[config.mk]
export PLATFORM = sky130hd
export DESIGN_NAME = uart_rx_flat
export DESIGN_NICKNAME = d
export VERILOG_FILES = /design/src/rtl/uart_rx_if.sv /design/src/rtl/uart_rx.sv /design/src/flat_wrapper.sv
export SDC_FILE = /design/constraint.sdc
export NUM_CORES = 1
export LEC_CHECK = 0
export ABC_AREA = 1
export CORE_ASPECT_RATIO = 0.6
export CORE_UTILIZATION = 40
export DETAILED_ROUTE_END_ITERATION = 8
export PLACE_DENSITY = 0.6
export SKIP_LAST_GASP = 1
export SLEW_MARGIN = 20
export SYNTH_ARGS = -nofsm -noshare
export SYNTH_HDL_FRONTEND = slang
export SYNTH_SLANG_ARGS = --single-unit
[constraint.sdc]
create_clock -name clk -period 2.7 [get_ports clk]
set_input_delay 0.405 -clock clk [delete_from_list [all_inputs] [get_ports clk]]
set_output_delay 0.405 -clock clk [all_outputs]
set_load 0.05 [all_outputs]
[src/rtl/uart_rx_if.sv]
// Receiver-side signal bundle: serial line and oversampling tick in, recovered frame and status out.
interface uart_rx_if #(
  parameter int data_wd = 8
);
  logic               rx;
  logic               tick;
  logic [data_wd-1:0] dout;
  logic               rx_done;
  logic               rx_busy;
  logic               parity_err;
  logic               frame_err;

  modport master (
    output rx, tick,
    input  dout, rx_done, rx_busy, parity_err, frame_err
  );

  modport slave (
    input  rx, tick,
    output dout, rx_done, rx_busy, parity_err, frame_err
  );
endinterface

[src/rtl/uart_rx.sv]
// UART receiver: 2-flop input sync, mid-bit sampling on the shared oversampling tick,
// one-cycle rx_done with held data, parity and framing status.
module uart_rx #(
  parameter int BAUD              = 9600,
  parameter int clk_freq          = 50_000_000,
  parameter int oversampling_rate = 16,
  parameter int data_wd           = 8,
  parameter int parity            = 1
) (
  input  logic     clk,
  input  logic     rst,
  uart_rx_if.slave bus
);

  localparam int TCW = $clog2(oversampling_rate);
  localparam int BIW = $clog2(data_wd + 1);
  localparam bit PAR_EN = (parity == 1) || (parity == 2);
  localparam logic [TCW-1:0] HALF = TCW'(oversampling_rate / 2 - 1);
  localparam logic [TCW-1:0] FULL = TCW'(oversampling_rate - 1);
  localparam logic [BIW-1:0] LAST = BIW'(data_wd - 1);

  if (oversampling_rate < 4 || (oversampling_rate % 2) != 0 ||
      clk_freq / BAUD < oversampling_rate) begin : g_bad_cfg
    $error("uart_rx: unusable oversampling configuration");
  end

  typedef enum logic [5:0] {
    S_IDLE   = 6'b000001,
    S_START  = 6'b000010,
    S_DATA   = 6'b000100,
    S_PARITY = 6'b001000,
    S_STOP   = 6'b010000,
    S_DONE   = 6'b100000
  } state_e;

  state_e             state_q, state_d;
  logic [1:0]         sync_q;
  logic [TCW-1:0]     tick_cnt_q, tick_cnt_d;
  logic [BIW-1:0]     bit_idx_q, bit_idx_d;
  logic [data_wd-1:0] shift_q, shift_d;
  logic               par_bad_q, par_bad_d;
  logic               stop_bad_q, stop_bad_d;
  logic               line_idle_seen_q, line_idle_seen_d;
  logic [data_wd-1:0] dout_q, dout_d;
  logic               parity_err_q, parity_err_d;
  logic               frame_err_q, frame_err_d;
  logic               rx_s;
  logic               exp_par;

  assign rx_s = sync_q[1];

  always_ff @(posedge clk or posedge rst) begin
    if (rst) begin
      sync_q           <= 2'b11;
      state_q          <= S_IDLE;
      tick_cnt_q       <= '0;
      bit_idx_q        <= '0;
      shift_q          <= '0;
      par_bad_q        <= 1'b0;
      stop_bad_q       <= 1'b0;
      line_idle_seen_q <= 1'b1;
      dout_q           <= '0;
      parity_err_q     <= 1'b0;
      frame_err_q      <= 1'b0;
    end else begin
      sync_q           <= {sync_q[0], bus.rx};
      state_q          <= state_d;
      tick_cnt_q       <= tick_cnt_d;
      bit_idx_q        <= bit_idx_d;
      shift_q          <= shift_d;
      par_bad_q        <= par_bad_d;
      stop_bad_q       <= stop_bad_d;
      line_idle_seen_q <= line_idle_seen_d;
      dout_q           <= dout_d;
      parity_err_q     <= parity_err_d;
      frame_err_q      <= frame_err_d;
    end
  end

  always_comb begin
    state_d          = state_q;
    tick_cnt_d       = bus.tick ? tick_cnt_q + TCW'(1) : tick_cnt_q;
    bit_idx_d        = bit_idx_q;
    shift_d          = shift_q;
    par_bad_d        = par_bad_q;
    stop_bad_d       = stop_bad_q;
    line_idle_seen_d = line_idle_seen_q;
    dout_d           = dout_q;
    parity_err_d     = parity_err_q;
    frame_err_d      = frame_err_q;
    exp_par          = (parity == 1) ? ~^shift_q : ^shift_q;

    unique case (state_q)
      S_IDLE: begin
        // A line still low after a bad stop bit must go high before we re-arm.
        if (rx_s) begin
          line_idle_seen_d = 1'b1;
        end else if (line_idle_seen_q) begin
          state_d          = S_START;
          par_bad_d        = 1'b0;
          stop_bad_d       = 1'b0;
          line_idle_seen_d = 1'b0;
        end
      end
      S_START: begin
        if (bus.tick && tick_cnt_q == HALF) begin
          if (rx_s) begin
            state_d          = S_IDLE;
            line_idle_seen_d = 1'b1;
          end else begin
            state_d   = S_DATA;
            bit_idx_d = '0;
          end
        end
      end
      S_DATA: begin
        if (bus.tick && tick_cnt_q == FULL) begin
          shift_d    = data_wd'({rx_s, shift_q} >> 1);
          tick_cnt_d = '0;
          bit_idx_d  = bit_idx_q + BIW'(1);
          if (bit_idx_q == LAST) state_d = PAR_EN ? S_PARITY : S_STOP;
        end
      end
      S_PARITY: begin
        if (bus.tick && tick_cnt_q == FULL) begin
          par_bad_d = (rx_s != exp_par);
          state_d   = S_STOP;
        end
      end
      S_STOP: begin
        // Results are registered on the stop sample so they are already valid
        // in the DONE cycle alongside the strobe.
        if (bus.tick && tick_cnt_q == FULL) begin
          stop_bad_d       = ~rx_s;
          line_idle_seen_d = rx_s;
          dout_d           = shift_q;
          parity_err_d     = PAR_EN & par_bad_q;
          frame_err_d      = ~rx_s;
          state_d          = S_DONE;
        end
      end
      S_DONE:  state_d = S_IDLE;
      default: state_d = S_IDLE;
    endcase

    if (state_d != state_q) tick_cnt_d = '0;
  end

  assign bus.dout       = dout_q;
  assign bus.rx_done    = (state_q == S_DONE);
  assign bus.rx_busy    = (state_q != S_IDLE) && (state_q != S_DONE);
  assign bus.parity_err = parity_err_q;
  assign bus.frame_err  = frame_err_q;

endmodule
[src/flat_wrapper.sv]
// flat-port wrapper written by rule: the top's interface ports become plain ports
module uart_rx_flat 
#(
  parameter int BAUD              = 9600,
  parameter int clk_freq          = 50_000_000,
  parameter int oversampling_rate = 16,
  parameter int data_wd           = 8,
  parameter int parity            = 1
)
  (clk, rst, bus_rx, bus_tick, bus_dout, bus_rx_done, bus_rx_busy, bus_parity_err, bus_frame_err);
  uart_rx_if #(.data_wd(data_wd)) bus_i ();
  input  logic clk;
  input  logic rst;
  input wire logic [$bits(bus_i.rx)-1:0] bus_rx;
  input wire logic [$bits(bus_i.tick)-1:0] bus_tick;
  output wire logic [$bits(bus_i.dout)-1:0] bus_dout;
  output wire logic [$bits(bus_i.rx_done)-1:0] bus_rx_done;
  output wire logic [$bits(bus_i.rx_busy)-1:0] bus_rx_busy;
  output wire logic [$bits(bus_i.parity_err)-1:0] bus_parity_err;
  output wire logic [$bits(bus_i.frame_err)-1:0] bus_frame_err;
  assign bus_i.rx = bus_rx;
  assign bus_i.tick = bus_tick;
  assign bus_dout = bus_i.dout;
  assign bus_rx_done = bus_i.rx_done;
  assign bus_rx_busy = bus_i.rx_busy;
  assign bus_parity_err = bus_i.parity_err;
  assign bus_frame_err = bus_i.frame_err;
  uart_rx #(.BAUD(BAUD), .clk_freq(clk_freq), .oversampling_rate(oversampling_rate), .data_wd(data_wd), .parity(parity)) u_core (.clk(clk), .rst(rst), .bus(bus_i));
endmodule
==> results_dict.tcl, run 1 <==
set metrics [dict create \
    period_needed_ps 2563 \
    setup_viol 0 \
    power_density_nw_per_um2 639.8 \
    cellLeakagePower_nw 1.076 \
    syn-cell-area_um2 1867 \
    synth-seq-cells 36 \
    synth_edf_count 0 \
    clk_pin_slew_worst_paths_ps 70 \
    hp-class "reg2reg" \
    grt_pass1_vias 1347 \
    clockRootBuffer "clkbuf_8" \
    fin_setup_tns_ps 0 \
    irDropWorstVdd_mv 0.4181 \
    start_util_pct 43.63 \
    drtIter0Drc 105 \
    n_fill_cell 412 \
    io_buffers 15 \
    post-dp-hpwl_um 2751 \
    drc_errors 0 \
    cts_hold_buffers 0 \
    clock_latency_ps 290 \
    cts_tree "done" \
    dpl.cell_count 305 \
    die-area_um2 4953 \
    fin_area_um2 2188 \
    cts_resized 0 \
    fin_nets 258 \
    rsz0062_at_grt "false" \
    synth-main-ff-cell "dfrtp_1" \
    clock.fmax_ghz 0.3902 \
    synthCells 231 \
    crit_type "reg2out" \
    stdcell_count 313 \
    use_met3_pct 5.055 \
    antenna_found_initial 0 \
    num_vias 1526 \
    antenna_cells 0 \
    synth.top_cell.area_share_pct 42.90 \
    track_usage_pct 17.19 \
    drt-total-wl_um 3699 \
    end_kind "primary output" \
    grt.overflow.total 0 \
    dr.pass1.iters 4 \
    die_w_um 90.20 \
    power_mw 1.400 \
    synth_commonest_cells "nand2_1 (59), dfrtp_1 (32), inv_1 (28), nand3_1 (18), nor2_1 (17)" \
    synth_fp_nets 237 \
    grt_use_met1_pct 24.42 \
    skew_ps 4.878 \
    cts_setup_buffers 0 \
    htreeDepth 2 \
    arrival_ps 2160 \
    hold_violations 0 \
    maxCapViolations 0 \
    layout-drive-gt1-share_pct 14.23 \
    die_height_um 54.92 \
    synthTopCellsByArea "dfrtp_1 (43%), nand2_1 (12%), dfstp_2 (5.6%), inv_1 (5.6%), nand3_1 (4.8%)" \
    period_share_pct 94.92 \
    grt_max_degree 37 \
    placed_cell_area_um2 2095 \
    slew_headroom_pct 66.62 \
    synthArstFlopShare_pct 100.0 \
    tightestPinTransition_ps 499.2 \
    synth.distinct_cells 25 \
    clock_sinks 36 \
    grt_pass1_wl_um 6334 \
    synth-warning-count 0 \
    synth-seq-area-share_pct 48.53 \
    status "complete, no violations" \
    drv_slew 0 \
    ant_nets 0 \
    start_kind "flip-flop" \
    routabilityCongestion 0.9310 \
    num_rows 18 \
    path_max_fanout 4 \
    io_pins 16 \
    syn_avg_cell_area_um2 8.081 \
    wl_per_cell_um 11.82 \
    viasPerCell 4.875 \
    globalRoute.busiestLayer "met2" \
    required_ps 2300 \
    yosys.area.top_type "dfrtp_1" \
    cts_max_path_buffers 2 \
    areaGrowthSynthToFinish_pct 17.23 \
    numCtsBuffers 5 \
    synthMostInstantiatedCell "nand2_1" \
    grtUsageMet2_pct 24.68 \
    core_area_um2 4279 \
]
## path summary, 6_finish.rpt
path	start	to	slack (ps)	cells after the start
setup / recovery	u_core.state_q[0]	bus_rx_busy	140	6
hold / removal	u_core.sync_q[0]	u_core.sync_q[1]	360	0
setup reg to reg	u_core.tick_cnt_q[0]	u_core.tick_cnt_q[1]	1010	8
hold reg to reg	u_core.sync_q[0]	u_core.sync_q[1]	360	0
max in group asynchronous	rst	u_core.state_q[0]	1850	3
min in group asynchronous	rst	u_core.bus.parity_err	510	3
## metal layers
layer  routed length [µm]  share of wire, %
met1                 1975                53
met2                 1478                40
met3                  221               6.0
met4                   23              0.62
met5                    0                 0
## cell families after synthesis
family | after synthesis | share of synthesized area [%]
buffers and inverters | 37 | 7.708
XOR/XNOR | 7 | 3.284
flip-flops | 36 | 48.53
AO/OA/AOI/OAI | 35 | 9.987
adder cells (fa/ha/maj) | 2 | 1.340
AND/OR/NAND/NOR | 114 | 29.16
## worst max-delay path: stages (launching register included)
cell and delay, ps:
dfstp_2 560, nor2_2 60, nand2_1 80, nor3_1 50
or2_2 270, inv_1 50, clkdlybuf4s50_1 780
## per-stage QoR
| stage | utilization [%] | hold WS, ps | setup WS, ps |
|---|---|---|---|
| 2_1_floorplan | - | 345.2 | 107.3 |
| 3_3_place_gp | 48.95 | 346.7 | 465.2 |
| 3_5_place_dp | 48.95 | 354.8 | 452.8 |
| 4_1_cts | 51.14 | 365.4 | 128.2 |
| 5_1_grt | 51.14 | 367.4 | 21.58 |
| 6_report | 51.14 | 364.9 | 137.1 |
## sequential cells by signal, indices dropped and copies added, names as in the netlist
name                     cells
u_core.shift_q               8
u_core.bus.dout              8
u_core.line_idle_seen_q      1
u_core.bus.parity_err        1
u_core.bus.frame_err         1
u_core.sync_q                2
u_core.bit_idx_q             4
u_core.tick_cnt_q            4
u_core.state_q               6
u_core.par_bad_q             1
## report_power, final
part,internal (mW),switching (mW)
combinational,0.133,0.247
clock,0.207,0.194
sequential,0.588,0.0312
total,0.928,0.472
## final cells by class
cell class / instances / area, µm² / share of cell area, %
clock inverters: 1 / 7.507 / 0.3431
clock buffers: 7 / 86.33 / 3.945
inverters: 33 / 123.9 / 5.660
multi-input cells: 158 / 817.0 / 37.34
well taps: 60 / 75.07 / 3.431
flip-flops and latches: 36 / 905.9 / 41.40
repair buffers: 18 / 172.7 / 7.890
## cells in the final DEF (no fill, tap or decap), types with 3 or more instances in the layout
master / netlist / layout
dfrtp_1: 32 / 32
buf_4: 0 / 3
clkdlybuf4s50_1: 0 / 15
nor2_1: 17 / 17
o21ai_0: 12 / 12
nand3_2: 3 / 3
nand2_2: 3 / 3
nand3_1: 18 / 18
o21ai_1: 12 / 12
nand2_1: 59 / 59
dfstp_2: 4 / 4
inv_1: 28 / 28
inv_2: 5 / 5
nor2_2: 4 / 4
a21oi_1: 7 / 7
or2_2: 3 / 3
clkbuf_8: 0 / 6
xnor2_1: 5 / 5
o211ai_1: 3 / 3
(Power assumes the default switching activity.)
==> run 2: changes to the inputs <==
--- a/config.mk
+++ b/config.mk
@@ -7,6 +7,7 @@
 export LEC_CHECK = 0
 export ABC_AREA = 1
 export CORE_ASPECT_RATIO = 0.6
+export CORE_MARGIN = 2
 export CORE_UTILIZATION = 40
 export DETAILED_ROUTE_END_ITERATION = 8
 export PLACE_DENSITY = 0.6
==> results_dict.tcl, run 2 (synthesis gave the netlist of run 1 again) <==
set metrics [dict create \
    power_density_nw_per_um2 641.9 \
    hold_violations 0 \
    cp_slowest_cell "clkdlybuf4s50_1" \
    crit_buf_inv 2 \
    die_w_um 92.20 \
    crit_chain "nor2_2 -> nand2_1 -> nor3_1 -> or2_2 -> inv_1 -> clkdlybuf4s50_1" \
    final_cell_mix "nand2_1 (59), dfrtp_1 (32), inv_1 (28)" \
    die-area_um2 5247 \
    period_share_pct 94.47 \
    start_util_pct 41.11 \
    num_rows 19 \
    htreeDepth 2 \
    cts_tree "done" \
    cts_setup_buffers 0 \
    grt_pass1_vias 1353 \
    drv_slew 0 \
    end_kind "primary output" \
    arrival_ps 2150 \
    crit_family "buffers and inverters" \
    n_fill_cell 443 \
    io_pins 16 \
    clock.fmax_ghz 0.3921 \
    num_vias 1499 \
    grt_max_degree 37 \
    viasPerCell 4.759 \
    fin_setup_tns_ps 0 \
    crit_type "reg2out" \
    dr.pass1.iters 5 \
    post-dp-hpwl_um 2717 \
    clockRootBuffer "clkbuf_8" \
    final_common_cell "nand2_1" \
    clock_latency_ps 290 \
    cts_hold_buffers 0 \
    placed_cell_area_um2 2098 \
    required_ps 2300 \
    wl_per_cell_um 11.62 \
    cts_max_path_buffers 2 \
    maxCapViolations 0 \
    antenna_cells 0 \
    drt-total-wl_um 3660 \
    fin_nets 258 \
    die_height_um 56.92 \
    fin_area_um2 2195 \
    path_max_fanout 4 \
    areaGrowthSynthToFinish_pct 17.56 \
    rsz0062_at_grt "false" \
    irDropWorstVdd_mv 0.2860 \
    grt.overflow.total 0 \
    ant_nets 0 \
    cts_resized 0 \
    slew_headroom_pct 66.45 \
    tightestPinTransition_ps 501.6 \
    grt_pass1_wl_um 6375 \
    track_usage_pct 15.52 \
    core_area_um2 4541 \
    reg2reg_slack_ps 1040 \
    cellLeakagePower_nw 1.082 \
    skew_ps 8.915 \
    clk_pin_slew_worst_paths_ps 70 \
    start_kind "flip-flop" \
    setup_viol 0 \
    io_buffers 15 \
    slowest_delay_ps 780 \
    layout-drive-gt1-share_pct 14.29 \
    hp-class "reg2reg" \
    numCtsBuffers 5 \
    period_needed_ps 2551 \
    antenna_found_initial 0 \
    drc_errors 0 \
    status "complete, no violations" \
    routabilityCongestion 0.8736 \
    clock_sinks 36 \
    drtIter0Drc 126 \
]
## run 2: cell count changes in the layout (fill, tap and decap cells not counted)
cell        before  now
clkbuf_1         1    0
clkinvlp_4       1    0
clkbuf_8         6    7
## run 2: through the flow
stage                     hold WS [ps]  setup slack [ps]  std cells  power [mW]  utilization [%]
after global routing             361.8             36.00        315       1.504            48.33
after CTS                        358.2             134.3        315       1.422            48.33
after detailed placement         348.7             463.5        308       1.006            46.21
final                            357.0             149.3        315       1.409            48.33
after floorplan                  345.2             107.3        231      0.9143                -
after global placement           346.4             454.7        308       1.004            46.21
## run 2: path summary, 6_finish.rpt
kind                                              to            startpoint  cells past startpoint
worst max-delay path                     bus_rx_busy     u_core.state_q[0]                      6
worst min-delay path                u_core.sync_q[1]      u_core.sync_q[0]                      0
worst max register to register  u_core.tick_cnt_q[1]  u_core.tick_cnt_q[0]                     11
worst min register to register      u_core.sync_q[1]      u_core.sync_q[0]                      0
max in group asynchronous          u_core.state_q[0]                   rst                      3
min in group asynchronous         u_core.bus.dout[0]                   rst                      3
## run 2: area by class of cell
class / count / area, µm² / area share (%)
Clock buffer: 7 / 96.34 / 4.390
Inverter: 33 / 123.9 / 5.644
Multi-Input combinational cell: 158 / 817.0 / 37.23
Sequential cell: 36 / 905.9 / 41.28
Tap cell: 63 / 78.83 / 3.592
Timing Repair Buffer: 18 / 172.7 / 7.868
## run 2: power by group
group	total, mW	internal, mW	switching, mW
registers	0.617	0.588	0.0292
clock network	0.416	0.227	0.189
logic	0.376	0.134	0.242
total	1.41	0.949	0.460
## run 2: routing by layer
layer	GRT usage, %	wire length, µm
met4	4.478	34
met5	0	0
met2	21.01	1475
met1	23.93	1947
met3	4.564	202
==> run 3: changes to the inputs <==
--- a/config.mk
+++ b/config.mk
@@ -5,7 +5,6 @@
 export SDC_FILE = /design/constraint.sdc
 export NUM_CORES = 1
 export LEC_CHECK = 0
-export ABC_AREA = 1
 export CORE_ASPECT_RATIO = 0.6
 export CORE_MARGIN = 2
 export CORE_UTILIZATION = 40
==> results_dict.tcl, run 3 <==
set metrics [dict create \
    status "complete, no violations" \
    layout-drive-gt1-share_pct 15.00 \
    grt_pass1_wl_um 6203 \
    syn_avg_cell_area_um2 9.961 \
    clk_pin_slew_worst_paths_ps 70 \
    synth_commonest_cells "nand2_1 (41), dfrtp_1 (32), xnor2_1 (9), mux2_2 (8), nor2_1 (8)" \
    cts_setup_buffers 0 \
    start_util_pct 42.81 \
    tightestPinTransition_ps 543.3 \
    io_buffers 15 \
    required_ps 2300 \
    synthCells 181 \
    die_w_um 90.68 \
    crit_chain "nor2_1 -> nand2_1 -> nor3b_2 -> dlymetal6s2s_1" \
    sw_frac_of_total_pct 31.23 \
    combinationalPowerShare_pct 25.9 \
    clock.fmax_ghz 0.4427 \
    synth_edf_count 0 \
    synth-warning-count 0 \
    slowest_delay_ps 450 \
    hold_violations 0 \
    synthArstFlopShare_pct 100.0 \
    grt.overflow.total 0 \
    synth-xor-area-share_pct 6.801 \
    worstReg2RegStart "u_core.state_q[4]" \
    internal-power_mw 1.068 \
    synthMostInstantiatedCell "nand2_1" \
    fin_nets 205 \
    drc_errors 0 \
    drt-total-wl_um 3640 \
    areaGrowthSynthToFinish_pct 19.92 \
    cts_tree "done" \
    placed_cell_area_um2 2031 \
    synth-seq-cells 36 \
    drtIter0Drc 87 \
    post-dp-hpwl_um 2578 \
    hold_ws_ps 357.0 \
    numCtsBuffers 5 \
    start_kind "flip-flop" \
    synth_fp_nets 187 \
    fin_area_um2 2162 \
    ant_nets 0 \
    viasPerCell 5.062 \
    synth_adder_area_share_pct 1.388 \
    grt_pass1_vias 1233 \
    yosys.area.top_type "dfrtp_1" \
    synthTopCellsByArea "dfrtp_1 (44%), nand2_1 (8.5%), dfstp_2 (5.8%), mux2_2 (5.0%), xnor2_1 (4.4%)" \
    postLayoutCoreUtil_pct 51.34 \
    dr.pass1.iters 4 \
    final_cell_mix "nand2_1 (41), dfrtp_1 (32), clkdlybuf4s50_1 (13)" \
    hp-class "reg2reg" \
    slew_headroom_pct 63.78 \
    cts_max_path_buffers 2 \
    final_common_cell "nand2_1" \
    muxShareOfSynthArea_pct 6.662 \
    stdcell_count 260 \
    crit_type "reg2out" \
    p_seq_share_pct 41.0 \
    htreeDepth 2 \
    die_height_um 56.01 \
    fin_setup_tns_ps 0 \
    routabilityCongestion 0.8645 \
    synth-seq-area-share_pct 50.24 \
    drv_slew 0 \
    cp_slowest_cell "dlymetal6s2s_1" \
    synth_compound_area_share_pct 6.870 \
    worstHoldStart "u_core.sync_q[0]" \
    cts_resized 0 \
    dpl.cell_count 252 \
    arrival_ps 1850 \
    cellLeakagePower_nw 1.027 \
    clock_sinks 36 \
    path_max_fanout 6 \
    clkPwrFrac_pct 33.1 \
    post-place-ws_ps 393.4 \
    synth.top_cell.area_share_pct 44.41 \
    antenna_found_initial 0 \
    cts_hold_buffers 0 \
    grt_max_degree 37 \
    synth_top_family_by_area "simple AND/OR/NAND/NOR gates" \
    yosys.area_share.simple_pct 24.77 \
    skew_ps 5.258 \
    wl_per_cell_um 14.00 \
    num_vias 1316 \
    syn-cell-area_um2 1803 \
    core_area_um2 4212 \
    end_kind "primary output" \
    synth-main-ff-cell "dfrtp_1" \
    rsz0062_at_grt "false" \
    power.switching_mw 0.4848 \
    startpoint "u_core.state_q[1]" \
    power_density_nw_per_um2 718.1 \
    num_rows 18 \
    io_pins 16 \
    clock_latency_ps 280 \
    setup_viol 0 \
    clockRootBuffer "clkbuf_8" \
    period_share_pct 83.67 \
    maxCapViolations 0 \
    irDropWorstVdd_mv 0.2954 \
    synth.distinct_cells 43 \
    track_usage_pct 15.59 \
    period_needed_ps 2259 \
    antenna_cells 0 \
    power_mw 1.553 \
    setup_slack_ps 440.9 \
    die-area_um2 5078 \
]
## run 3: final timing paths
path,depth (start not counted),endpoint,slack [ps]
worst min register to register,0,u_core.sync_q[1],360
worst max-delay path,4,bus_rx_done,440
min in group asynchronous,3,u_core.shift_q[2],530
worst max register to register,5,u_core.tick_cnt_q[1],660
max in group asynchronous,3,u_core.sync_q[0],1820
worst min-delay path,0,u_core.sync_q[1],360
## run 3: logic make-up (layout without fill, tap and decap cells)
| family | after synthesis | after routing |
|---|---|---|
| AND/OR/NAND/NOR | 87 | 87 |
| flip-flops | 36 | 36 |
| AO/OA/AOI/OAI | 18 | 18 |
| XOR/XNOR | 14 | 14 |
| buffers and inverters | 13 | 32 |
| multiplexers | 11 | 11 |
| adder cells (fa/ha/maj) | 2 | 2 |
## run 3: layout make-up
class	instances	area (µm²)
Clock inverter	1	30.03
Sequential cell	36	905.9
Tap cell	60	75.07
Clock buffer	7	96.34
Multi-Input combinational cell	132	843.3
Timing Repair Buffer	21	200.2
Inverter	3	11.26
Fill cell	389	2049
## run 3: power by group through the flow
stage          Clock [mW]  Sequential (mW)  Combinational [mW]
2_1_floorplan           0            0.631               0.326
3_3_place_gp            0            0.642               0.397
3_5_place_dp            0            0.646               0.397
4_1_cts             0.533            0.635               0.402
5_1_grt             0.555            0.644               0.444
6_report            0.514            0.637               0.402
## run 3: worst max-delay path: cells and delay by family (launching register included)
kind	cells	cell delay [ps]
AND/OR/NAND/NOR	3	690
flip-flops	1	440
buffers and inverters	1	450
## run 3: layer usage
| layer | up-vias | share of wire (%) | GRT usage (%) | routed length (µm) |
|---|---|---|---|---|
| met4 | 0 | 0.38 | 3.956 | 14 |
| met3 | 2 | 4.4 | 4.607 | 160 |
| met2 | 22 | 41 | 21.43 | 1477 |
| met5 | - | 0 | 0 | 0 |
| met1 | 629 | 55 | 23.65 | 1987 |
| li1 | 663 | - | - | - |
